## src/rtl/y_ctrl_pkg.sv

```systemverilog
// Shared types and constants for the multi-cycle RISC-V control sequencer.
package y_ctrl_pkg;

  typedef enum logic [2:0] {
    ST_FETCH,
    ST_DECODE,
    ST_EXEC,
    ST_MEM,
    ST_WB,
    ST_HALT,
    ST_TRAP
  } state_t;

  localparam logic [6:0] OPC_RTYPE  = 7'h33;
  localparam logic [6:0] OPC_LOAD   = 7'h03;
  localparam logic [6:0] OPC_IMM    = 7'h13;
  localparam logic [6:0] OPC_STORE  = 7'h23;
  localparam logic [6:0] OPC_BRANCH = 7'h63;
  localparam logic [6:0] OPC_JAL    = 7'h6F;

  localparam logic [2:0] ALU_ADD = 3'b010;
  localparam logic [2:0] ALU_SUB = 3'b110;
  localparam logic [2:0] ALU_AND = 3'b000;
  localparam logic [2:0] ALU_OR  = 3'b001;
  localparam logic [2:0] ALU_SLT = 3'b111;

  // True for the opcodes this sequencer knows how to step.
  function automatic logic opc_legal(input logic [6:0] opc);
    return (opc == OPC_RTYPE) || (opc == OPC_LOAD) || (opc == OPC_IMM) ||
           (opc == OPC_STORE) || (opc == OPC_BRANCH) || (opc == OPC_JAL);
  endfunction

endpackage

```

## src/rtl/y_alu_dec.sv

```systemverilog
// Combinational instruction decode: ALU op, operand select and illegal flags.
module y_alu_dec
  import y_ctrl_pkg::*;
(
  input  logic [6:0] opcode,
  input  logic [2:0] funct3,
  input  logic       funct7_5,
  output logic [2:0] op,
  output logic       alu_src,
  output logic       opc_illegal,
  output logic       fn_illegal
);

  // Map opcode/funct fields to ALU controls; flag unsupported encodings.
  always_comb begin
    op          = ALU_ADD;
    alu_src     = 1'b0;
    opc_illegal = !opc_legal(opcode);
    fn_illegal  = 1'b0;
    case (opcode)
      OPC_RTYPE: begin
        case (funct3)
          3'b000:  op = funct7_5 ? ALU_SUB : ALU_ADD;
          3'b111:  op = ALU_AND;
          3'b110:  op = ALU_OR;
          3'b010:  op = ALU_SLT;
          default: fn_illegal = 1'b1;
        endcase
      end
      OPC_LOAD, OPC_IMM, OPC_STORE, OPC_JAL: begin
        alu_src = 1'b1;
      end
      OPC_BRANCH: begin
        op = ALU_SUB;
        if (funct3 != 3'b000 && funct3 != 3'b001) fn_illegal = 1'b1;
      end
      default: ;
    endcase
  end

endmodule

```

## src/rtl/y_mc_ctrl.sv

```systemverilog
// Multi-cycle control sequencer: owns pc/ir, steps FETCH/DECODE/EXEC/MEM/WB.
module y_mc_ctrl
  import y_ctrl_pkg::*;
#(
  parameter int unsigned       XLEN         = 32,
  parameter logic [XLEN-1:0]   RESET_PC     = XLEN'(128),
  parameter int unsigned       RETIRE_LIMIT = 43
) (
  input  logic            clk,
  input  logic            rst_n,
  input  logic [31:0]     ins,
  input  logic [XLEN-1:0] PCp4,
  input  logic [XLEN-1:0] imm,
  input  logic [XLEN-1:0] jTarget,
  input  logic            zero,
  input  logic            mem_ack,
  output logic [XLEN-1:0] pc,
  output logic [31:0]     ir,
  output logic            RegWrite,
  output logic            ALUSrc,
  output logic            Mem2Reg,
  output logic            MemRead,
  output logic            MemWrite,
  output logic [2:0]      op,
  output logic [XLEN-1:0] retired,
  output logic            halted,
  output logic            trap
);

  localparam logic [XLEN-1:0] LIMIT = XLEN'(RETIRE_LIMIT);

  state_t          state;
  state_t          state_nxt;
  logic            retire;
  logic [XLEN-1:0] pc_nxt;
  logic [XLEN-1:0] retired_inc;
  logic            limit_hit;
  logic            taken;

  logic [6:0] opcode;
  logic [2:0] dec_op;
  logic       dec_src;
  logic       opc_illegal;
  logic       fn_illegal;

  assign opcode = ir[6:0];

  y_alu_dec u_dec (
    .opcode      (opcode),
    .funct3      (ir[14:12]),
    .funct7_5    (ir[30]),
    .op          (dec_op),
    .alu_src     (dec_src),
    .opc_illegal (opc_illegal),
    .fn_illegal  (fn_illegal)
  );

  assign retired_inc = retired + XLEN'(1);
  assign limit_hit   = (LIMIT != '0) && (retired_inc == LIMIT);

  // Branch direction is the only path from zero; it is used only in EXEC.
  assign taken = (opcode == OPC_BRANCH) && (ir[12] ? !zero : zero);

  // Next pc on retire: branch offset in halfwords, jump offset in words.
  always_comb begin
    if (taken)                    pc_nxt = pc + (imm << 1);
    else if (opcode == OPC_JAL)   pc_nxt = pc + (jTarget << 2);
    else                          pc_nxt = PCp4;
  end

  // State register.
  always_ff @(posedge clk or negedge rst_n) begin
    if (!rst_n) state <= ST_FETCH;
    else        state <= state_nxt;
  end

  // Next-state and control outputs from registered state and ir.
  always_comb begin
    state_nxt = state;
    retire    = 1'b0;
    RegWrite  = 1'b0;
    ALUSrc    = 1'b0;
    Mem2Reg   = 1'b0;
    MemRead   = 1'b0;
    MemWrite  = 1'b0;
    op        = '0;
    case (state)
      ST_FETCH:  state_nxt = ST_DECODE;
      ST_DECODE: state_nxt = opc_illegal ? ST_TRAP : ST_EXEC;
      ST_EXEC: begin
        if (fn_illegal) begin
          state_nxt = ST_TRAP;
        end else begin
          ALUSrc = dec_src;
          op     = dec_op;
          case (opcode)
            OPC_LOAD, OPC_STORE: state_nxt = ST_MEM;
            OPC_BRANCH:          retire    = 1'b1;
            default:             state_nxt = ST_WB;
          endcase
        end
      end
      ST_MEM: begin
        ALUSrc   = dec_src;
        op       = dec_op;
        MemRead  = (opcode == OPC_LOAD);
        MemWrite = (opcode == OPC_STORE);
        if (mem_ack) begin
          if (opcode == OPC_LOAD) state_nxt = ST_WB;
          else                    retire    = 1'b1;
        end
      end
      ST_WB: begin
        ALUSrc   = dec_src;
        op       = dec_op;
        RegWrite = 1'b1;
        Mem2Reg  = (opcode == OPC_LOAD);
        retire   = 1'b1;
      end
      ST_HALT, ST_TRAP: ;
      default: state_nxt = ST_TRAP;
    endcase
    if (retire) state_nxt = limit_hit ? ST_HALT : ST_FETCH;
  end

  // Architectural registers: ir on fetch, pc/retired on retire, sticky flags.
  always_ff @(posedge clk or negedge rst_n) begin
    if (!rst_n) begin
      pc      <= RESET_PC;
      ir      <= '0;
      retired <= '0;
      halted  <= 1'b0;
      trap    <= 1'b0;
    end else begin
      if (state == ST_FETCH) ir <= ins;
      if (retire) begin
        pc      <= pc_nxt;
        retired <= retired_inc;
      end
      if (state_nxt == ST_HALT || state_nxt == ST_TRAP) halted <= 1'b1;
      if (state_nxt == ST_TRAP) trap <= 1'b1;
    end
  end

endmodule
```

## config.mk

```make
export PLATFORM = sky130hd
export DESIGN_NAME = y_mc_ctrl
export DESIGN_NICKNAME = d
export VERILOG_FILES = /design/src/rtl/y_ctrl_pkg.sv /design/src/rtl/y_alu_dec.sv /design/src/rtl/y_mc_ctrl.sv
export SDC_FILE = /design/constraint.sdc
export NUM_CORES = 1
export LEC_CHECK = 0
export ABC_CLOCK_PERIOD_IN_PS = 6700
export CORE_UTILIZATION = 53
export CTS_CLUSTER_DIAMETER = 120
export DETAILED_ROUTE_END_ITERATION = 12
export PLACE_DENSITY = 0.85
export RECOVER_POWER = 25
export SYNTH_ARGS = -nofsm -noshare
export SYNTH_HDL_FRONTEND = slang
export SYNTH_HIERARCHICAL = 1
export SYNTH_SLANG_ARGS = --single-unit
export TNS_END_PERCENT = 1
```

## constraint.sdc

```tcl
create_clock -name clk -period 6.7 [get_ports clk]
set_input_delay 0.67 -clock clk [delete_from_list [all_inputs] [get_ports clk]]
set_output_delay 0.67 -clock clk [all_outputs]
set_load 0.01 [all_outputs]
```

==> results.md, run 1 <==
- Crit Path Max Fanout: 3
- TritonCTS Sinks: 101
- Die area: ~0.016 mm2
- Starting density of the core: 0.546
- Total CTS buffers: 9
- Hold path startpoint: trap
- Worst EP arrival: ~4.0 ns
- Layout fillers: 1196
- Fin. max-slew vios: 31
- Prevailing post-synth register cell: dfrtp_1
- Area Overhead vs Synth: 33.8%
- EDFF count, synth: 0
- Routed Antenna Nets: 0
- CTS Buffer Depth: 2
- Setup Skew: 0.0109 ns
- Residual DRC: 0
- Worst rel slew slack: -0.0920
- Nets: 1372
- Post-CTS Setup Repair Bufs: 0
- Worst-skew pair later-pin latency: approximately 0.35 ns
- Most frequent cells in the layout: clkdlybuf4s50_1 (233), dfrtp_1 (100), nor2_1 (86)
- Vias in the first global route: 8224
- Vias per inst: just over 6
- M3 GR Usage: 0.0758
- Cell mode on critical path: a21o_1
- Mapped Cells: around 960
- Met2 Use GR: 0.538
- RR Startpoint: retired[1]
- RSZ-0062 raised after global routing: false
- Total number of yosys warnings: 6
- Die X: 128 um
- Port-buffer cells: 234
- Global route total overflow: 0
- Setup tns final: 0 ns
- Hold-fix buffers, CTS: 0
- IO Pins: 238
- Async SR Flop Fraction: 1.00
- Startpoint types: input pin
- DR WL/cell: roughly 19 um
- Mapped Avg Cell Area: 8.68 um2
- DRT Wirelength: 25900 um
- Leakage: 4.55 nW
- # diodes: 0
- M1 GR Usage: 0.412
- Failing checks: max-capacitance violations, max-slew violations
- Peak Freq: 271 MHz
- Final hold vios: 0
- CP required: approximately 7.0 ns
- CP Class: input pin to flop
- Layer with the highest usage: met2
- Core area: 0.0153 mm2
- Power per cell area: between 400 and 500 mW/mm2
- CP endpoint kind: flop
- Clock slew at reported path FFs: 0.07 ns
- Largest net degree at the start of global routing: 73
- CP Cell Sequence: clkdlybuf4s50_1, ha_1, fa_1, a21o_1, a2111oi_2, o21ba_2, nor2_1, a21o_1, a221oi_1, xnor2_1, a21oi_1, o21ai_0
- Delay of the slowest cell on the worst path: 0.53 ns
- Iter 0 DRT Violations: 683
- Vias: about 8500
- Slowest cell on the critical path: a2111oi_2
- Max-capacitance violation count: 1
- Total GRT Usage: 0.323
- Outcome: finished, violations left
- Crit. Startpoint: jTarget[0]
- Final setup fails: 0
- Synth Cell Area: 0.00836 mm2
- Row cnt: 45
- Worst Tran Pin Value: 1.64 ns
- First-pass GRT wire length: roughly 42000 um
- Fin crit period: between 3 and 4 ns
- Antenna violations before repair: 0
- CTS tree: done
- Yosys reg bits: 101
- Type of the worst min-delay path: flop to flop
- Cell variety after synth: 81
- DP Area: 0.0109 mm2
- Most common cell after layout, fill and taps aside: clkdlybuf4s50_1
- Finished Cell Area: 0.0112 mm2
- Root Driver: clkbuf_16
- Final period util: 0.551
- Worst vdd ir: approximately 0.26 mV
- Drt pass-1 iters: 5
- Sequential area share after synthesis: 0.302
- Syn_nets: 1159
- Hpwl dp: 19300 um
- H-tree depth: 3
- Die H: 128 um
- Routability Congestion: roughly 0.92
- Share of layout cells above drive strength 1: 0.0685
- Post-CTS resize count: 0
[area by class of cell]
class | count | area [um2] | area share
multi-input cells | 799 | 5600 | 0.500
flip-flops and latches | 101 | 2530 | 0.226
repair buffers | 241 | 2390 | 0.213
well taps | 211 | 264 | 0.0236
clock buffers | 10 | 239 | 0.0214
inverters | 25 | 93.8 | 0.00839
clock inverters | 6 | 77.6 | 0.00693
[registers in the layout, indices dropped and copies added, names as in the netlist]
name,count
halted,1
ir,32
pc,32
retired,32
state,3
trap,1
[synth_stat cells, types with 13 or more instances]
| cell | n | area, um2 |
|---|---|---|
| dfrtp_1 | 100 | 2500 |
| nor2_1 | 87 | 327 |
| a21oi_1 | 84 | 420 |
| nand2_1 | 73 | 274 |
| ha_1 | 61 | 763 |
| xnor2_1 | 56 | 490 |
| o21ai_0 | 48 | 240 |
| clkbuf_1 | 35 | 131 |
| mux2_2 | 33 | 372 |
| nand3_1 | 33 | 165 |
| a21o_1 | 29 | 218 |
| xor2_1 | 28 | 245 |
| inv_1 | 25 | 93.8 |
| nor3_1 | 22 | 110 |
| and3_1 | 17 | 106 |
| nand4_1 | 14 | 87.6 |
| nor2b_1 | 13 | 81.3 |
[final timing paths]
kind	to	slack, ns	cells after the start
worst max register to register	state[0]	3.21	10
worst max-delay path	pc[30]	3.01	12
max in group asynchronous	pc[14]	4.22	2
worst min-delay path	trap	0.48	1
worst min register to register	trap	0.48	1
min in group asynchronous	retired[13]	0.72	1
[metrics by stage]
step	setup WS, ns	instances	hold slack (ns)	utilization	total power (W)
6_report	3.01	1393	0.479	0.731	0.00475
5_1_grt	2.85	1393	0.503	0.731	0.00510
4_1_cts	3.05	1393	0.239	0.731	0.00473
3_5_place_dp	2.68	1377	0.475	0.711	0.00413
3_3_place_gp	2.80	1377	0.469	0.711	0.00406
2_1_floorplan	3.67	964	0.374	-	0.00308
[critical path: cells and delay by family]
| kind | cells | cell delay (ns) |
|---|---|---|
| xor gates and xnor gates | 1 | 0.18 |
| AOI/OAI and AO/OA | 7 | 1.93 |
| adders and majority gates | 2 | 0.66 |
| and+or+nand+nor | 1 | 0.10 |
| buffers and inverters | 1 | 0.41 |
[routing by layer]
metal	part of all wire	routed length [um]
met1	0.42	10800
met2	0.46	12000
met3	0.090	2330
met4	0.029	760
met5	0	0
[report_power, final]
part / switching, W / internal [W] / leakage, nW
sequential: 0.000314 / 0.000845 / 1.19
clock: 0.000255 / 0.000307 / 0.157
combinational: 0.00157 / 0.00146 / 3.21
[logic make-up (layout without fill, tap and decap cells)]
family	count (synthesis)	after routing	share of synthesized area
compound gates	290	290	0.230
xor+xnor	84	84	0.0880
fa+ha+maj	63	63	0.0961
buf+inv	64	282	0.0293
flops	101	101	0.302
mux	36	36	0.0480
simple gates	326	326	0.206
Power figures use the tool's default switching activity.
==> run 2: changes to the inputs <==
--- a/config.mk
+++ b/config.mk
@@ -5,11 +5,11 @@
 export SDC_FILE = /design/constraint.sdc
 export NUM_CORES = 1
 export LEC_CHECK = 0
-export ABC_CLOCK_PERIOD_IN_PS = 6700
-export CORE_UTILIZATION = 53
+export ABC_CLOCK_PERIOD_IN_PS = 3400
+export CORE_UTILIZATION = 49
 export CTS_CLUSTER_DIAMETER = 120
 export DETAILED_ROUTE_END_ITERATION = 12
-export PLACE_DENSITY = 0.85
+export PLACE_DENSITY = 0.79
 export RECOVER_POWER = 25
 export SYNTH_ARGS = -nofsm -noshare
 export SYNTH_HDL_FRONTEND = slang
==> constraint.sdc (replaced) <==
create_clock -name clk -period 3.4 [get_ports clk]
set_input_delay 0.34 -clock clk [delete_from_list [all_inputs] [get_ports clk]]
set_output_delay 0.34 -clock clk [all_outputs]
set_load 0.01 [all_outputs]
==> results.md, run 2 (synthesized netlist as in run 1, its figures left out) <==
- Clk network pwr share: 0.108
- Fin crit period: ~3.2 ns
- Worst EP arrival: 3.43 ns
- Vias per inst: 6.02
- Flop pwr share: 0.233
- Routed wl met2: 11900 um
- Area Overhead vs Synth: 37.2%
- CP Cell Sequence: clkdlybuf4s50_1, ha_1, inv_1, fa_1, nand2b_1, a21oi_1, o21a_1, nor2_1, o31a_1, o2111ai_1, xnor2_1, o311a_1, o22ai_1
- Hpwl dp: 20000 um
- Peak Freq: between 300 and 400 MHz
- Root Driver: clkbuf_16
- Footprint of the multi-input gates: around 0.0056 mm2
- Internal: 0.00528 W
- Most common cell after layout, fill and taps aside: clkdlybuf4s50_1
- First-pass GRT wire length: 42600 um
- Layout fillers: 1371
- Worst Tran Pin Value: 1.66 ns
- Crit Path Max Fanout: 6
- Row cnt: 47
- Met1 Wirelength: 11100 um
- Die X: 133 um
- Post-CTS resize count: 0
- CP required: 3.68 ns
- TritonCTS Sinks: 101
- Type of the worst min-delay path: input pin to asynchronous set/reset pin
- Bufs and invs on worst path: 2
- DR top layer: met4
- Power per cell area: 835 mW/mm2
- Outcome: finished, violations left
- Die H: 133 um
- Nets: 1410
- Failing checks: max-capacitance violations, max-slew violations
- Starting density of the core: 0.503
- Hold slack: about 0.37 ns
- RSZ-0062 raised after global routing: false
- Hold-fix buffers, CTS: 0
- Final setup fails: 0
- Vias in the first global route: ~8300
- CTS Buffer Depth: 2
- Share of layout cells above drive strength 1: 0.0992
- H-tree depth: 3
- CTS tree: done
- Residual DRC: 0
- Global route total overflow: 0
- Biggest regs: ir x32, pc x32, retired x32
- Max-capacitance violation count: 1
- Iter 0 DRT Violations: 609
- Final hold vios: 0
- Worst rel slew slack: -0.109
- Met3 routed WL: approximately 2500 um
- Switch Pwr: between 0.004 and 0.005 W
- Vias: 8662
- Total GRT Usage: 0.303
- Crit path max-delay family: compound AO/OA/AOI/OAI gates
- DR WL/cell: 18.3 um
- R2r setup slk: 0.27 ns
- Routed Antenna Nets: 0
- Total CTS buffers: 9
- Setup Skew: between 0.01 and 0.015 ns
- Port-buffer cells: 234
- Routability Congestion: 0.966
- Placed cell count: 1424
- Fin. max-slew vios: 65
- # diodes: 0
- Delay of the slowest cell on the worst path: 0.48 ns
- Slowest cell on the critical path: clkdlybuf4s50_1
- Register area: 0.00253 mm2
- Drt pass-1 iters: 5
- Cell Count, Final, Fillers Out: 1440
- Largest net degree at the start of global routing: 73
- Finished Cell Area: 0.0115 mm2
- Leakage: 4.72 nW
- Startpoint types: input pin
- Sw Ratio: 0.449
- Worst-skew pair later-pin latency: 0.36 ns
- Final period util: 0.928
- DRT Wirelength: 26300 um
- Combinational fraction of design power: 0.658
- Most frequent cells in the layout: clkdlybuf4s50_1 (233), dfrtp_1 (100), nor2_1 (86)
- Core area: 0.0166 mm2
- Die area: approximately 0.018 mm2
- DP Area: 0.0112 mm2
- Post-CTS Setup Repair Bufs: 0
- CP endpoint kind: flop
- IO Pins: 238
- Antenna violations before repair: 0
- Worst vdd ir: between 0.4 and 0.5 mV
- CP Class: input pin to flop
- Clock slew at reported path FFs: 0.08 ns
run 2: worst paths after layout:
check,from,to,cells past startpoint
hold / removal,rst_n,ir[10],1
max in group asynchronous,rst_n,pc[24],2
setup / recovery,imm[0],pc[31],13
min in group clk,trap,trap,1
hold reg to reg,trap,trap,1
setup reg to reg,pc[2],pc[30],12
run 2: power groups by stage:
stage | Clock (W) | Combinational (W) | Sequential (W)
2_1_floorplan | 0 | 0.00377 | 0.00230
3_3_place_gp | 0 | 0.00611 | 0.00223
3_5_place_dp | 0 | 0.00621 | 0.00225
4_1_cts | 0.00106 | 0.00626 | 0.00223
5_1_grt | 0.00110 | 0.00690 | 0.00231
6_report | 0.00104 | 0.00631 | 0.00224
run 2: cell type report:
| type | count | share of cell area |
|---|---|---|
| Multi-Input combinational cell | 799 | 0.488 |
| Timing Repair Buffer | 279 | 0.234 |
| Inverter | 25 | 0.00818 |
| Sequential cell | 101 | 0.220 |
| Clock buffer | 9 | 0.0196 |
| Tap cell | 220 | 0.0240 |
| Clock inverter | 7 | 0.00578 |
run 2: metal layers:
metal,track usage,vias to the layer above
li1,-,4096
met1,0.403,4069
met2,0.480,444
met3,0.0628,53
met4,0.121,0
met5,0,-
run 2: stage by stage:
stage / utilization / setup TNS (ns) / worst slack (ns) / power [W]
after floorplan: - / 0 / 0.512 / 0.00607
after global routing: 0.690 / 0 / 0.0189 / 0.0103
after CTS: 0.690 / 0 / 0.245 / 0.00955
after detailed placement: 0.673 / -0.104 / -0.0650 / 0.00845
final: 0.690 / 0 / 0.246 / 0.00958
after global placement: 0.673 / 0 / 0.0133 / 0.00833
==> run 3: changes to the inputs <==
--- a/config.mk
+++ b/config.mk
@@ -9,6 +9,8 @@
 export CORE_UTILIZATION = 49
 export CTS_CLUSTER_DIAMETER = 120
 export DETAILED_ROUTE_END_ITERATION = 12
+export GPL_TIMING_DRIVEN = 0
+export HOLD_SLACK_MARGIN = 0.12
 export PLACE_DENSITY = 0.79
 export RECOVER_POWER = 25
 export SYNTH_ARGS = -nofsm -noshare
==> results.md, run 3 (synthesized netlist as in run 1, its figures left out) <==
- Fin. max-slew vios: 35
- Setup ws final: 0.00539 ns
- Largest net degree at the start of global routing: approximately 70
- Die area: 0.0176 mm2
- Die H: 133 um
- RSZ-0062 raised after global routing: true
- RR Startpoint: ir[4]
- RR Endpoint: retired[18]
- Power per cell area: 836 mW/mm2
- Setup Skew: 0.0118 ns
- Final setup fails: 0
- Fin crit period: ~3.4 ns
- Nets: ~1400
- Worst EP arrival: 3.64 ns
- Residual DRC: 0
- CTS Buffer Depth: 2
- Antenna violations before repair: 1
- FF-to-FF path depth: 10
- Area Overhead vs Synth: 35.9%
- Worst-skew pair later-pin latency: 0.36 ns
- DRT Wirelength: 27800 um
- CTS tree: done
- Vias per inst: 6.03
- Port-buffer cells: 234
- Hpwl dp: 21300 um
- Worst Tran Pin Value: 2.26 ns
- Hold slack: between 0.4 and 0.5 ns
- Startpoint types: flop
- Placed cell count: 1419
- Vias in the first global route: 8240
- Worst vdd ir: 0.490 mV
- CP Class: flop to flop
- First-pass GRT wire length: around 44000 um
- H-tree depth: 3
- Leakage: roughly 4.6 nW
- Total GRT Usage: 0.317
- CP endpoint kind: flop
- Row cnt: 47
- Final period util: 0.998
- Layout fillers: around 1400
- Die X: roughly 130 um
- # diodes: 0
- R2r setup slk: 0.005 ns
- Worst rel slew slack: -0.504
- Clock slew at reported path FFs: 0.08 ns
- Most common cell after layout, fill and taps aside: clkdlybuf4s50_1
- Worst Hold Path EP: trap
- Drt pass-1 iters: 5
- DR WL/cell: between 15 and 20 um
- Peak Freq: between 200 and 300 MHz
- Routability Congestion: 0.961
- Starting density of the core: 0.503
- Biggest regs: ir x32, pc x32, retired x32
- Routed Antenna Nets: 0
- Type of the worst min-delay path: flop to flop
- CP required: 3.64 ns
- Most frequent cells in the layout: clkdlybuf4s50_1 (233), dfrtp_1 (98), nor2_1 (87)
- Cell Count, Final, Fillers Out: 1436
- Crit. Startpoint: ir[4]
- Total CTS buffers: 9
- Root Driver: clkbuf_16
- Iter 0 DRT Violations: 845
- Failing checks: max-capacitance violations, max-slew violations
- Core area: approximately 0.017 mm2
- Final hold vios: 0
- Crit Path Max Fanout: 10
- Pre-CTS setup slack: -0.394 ns
- Hold path startpoint: trap
- IO Pins: 238
- Vias: 8654
- Share of layout cells above drive strength 1: 0.0724
- Outcome: finished, violations left
- Global route total overflow: 0
- TritonCTS Sinks: 101
- Max-capacitance violation count: 1
- Hold depth: 1
## run 3: through the flow
stage | area, um2 | setup TNS (ns) | util | total power [W]
6_report | 11400 | 0 | 0.683 | 0.00950
5_1_grt | 11400 | -1.25 | 0.683 | 0.0102
4_1_cts | 11300 | 0 | 0.680 | 0.00939
3_5_place_dp | 11000 | -1.75 | 0.661 | 0.00828
3_3_place_gp | 11000 | -206.06 | 0.660 | 0.00819
2_1_floorplan | 8360 | 0 | - | 0.00607
## run 3: cell type report
cell class | count | area (um2) | area share
Inverter | 25 | 93.8 | 0.00826
Multi-Input combinational cell | 799 | 5640 | 0.497
Buffer | 39 | 153 | 0.0134
Clock buffer | 9 | 225 | 0.0198
Tap cell | 220 | 275 | 0.0242
Timing Repair Buffer | 236 | 2370 | 0.209
Clock inverter | 7 | 67.6 | 0.00595
Sequential cell | 101 | 2530 | 0.223
## run 3: repair_timing
item                                    4_1_cts  5_1_grt
endpoints found under the setup margin        4       28
endpoints found under the hold margin        33        0
buffers inserted                              0        0
gates resized for setup                       3       10
hold buffers                                  1        0
## run 3: worst max-delay path: stages (launching register included)
cell and delay, ns:
dfrtp_1 0.50, nor2b_2 0.25, o21ai_0 0.11, a21oi_1 0.36, inv_1 0.10, a41oi_1 0.28
o22a_1 0.22, clkbuf_1 0.54, clkbuf_1 0.60, nor2_1 0.13, xor2_1 0.17
## run 3: power by group
part           switching (W)  internal (W)  leakage (nW)  total [W]
logic                0.00329       0.00290          3.27    0.00620
registers           0.000590       0.00167          1.18    0.00226
clock network       0.000532      0.000517         0.145    0.00105
## run 3: routing by layer
layer	vias to the layer above	part of all wire	global-route usage
li1	4088	-	-
met5	-	0.00047	0
met4	2	0.023	0.116
met2	471	0.45	0.484
met1	4048	0.42	0.437
met3	45	0.11	0.0755
## run 3: worst max-delay path by stage
stage / end / cells after the start
2_1_floorplan: state[0] / 10
3_3_place_gp: retired[5] / 1
3_5_place_dp: pc[30] / 12
4_1_cts: pc[16] / 9
5_1_grt: retired[19] / 10
6_report: retired[18] / 10
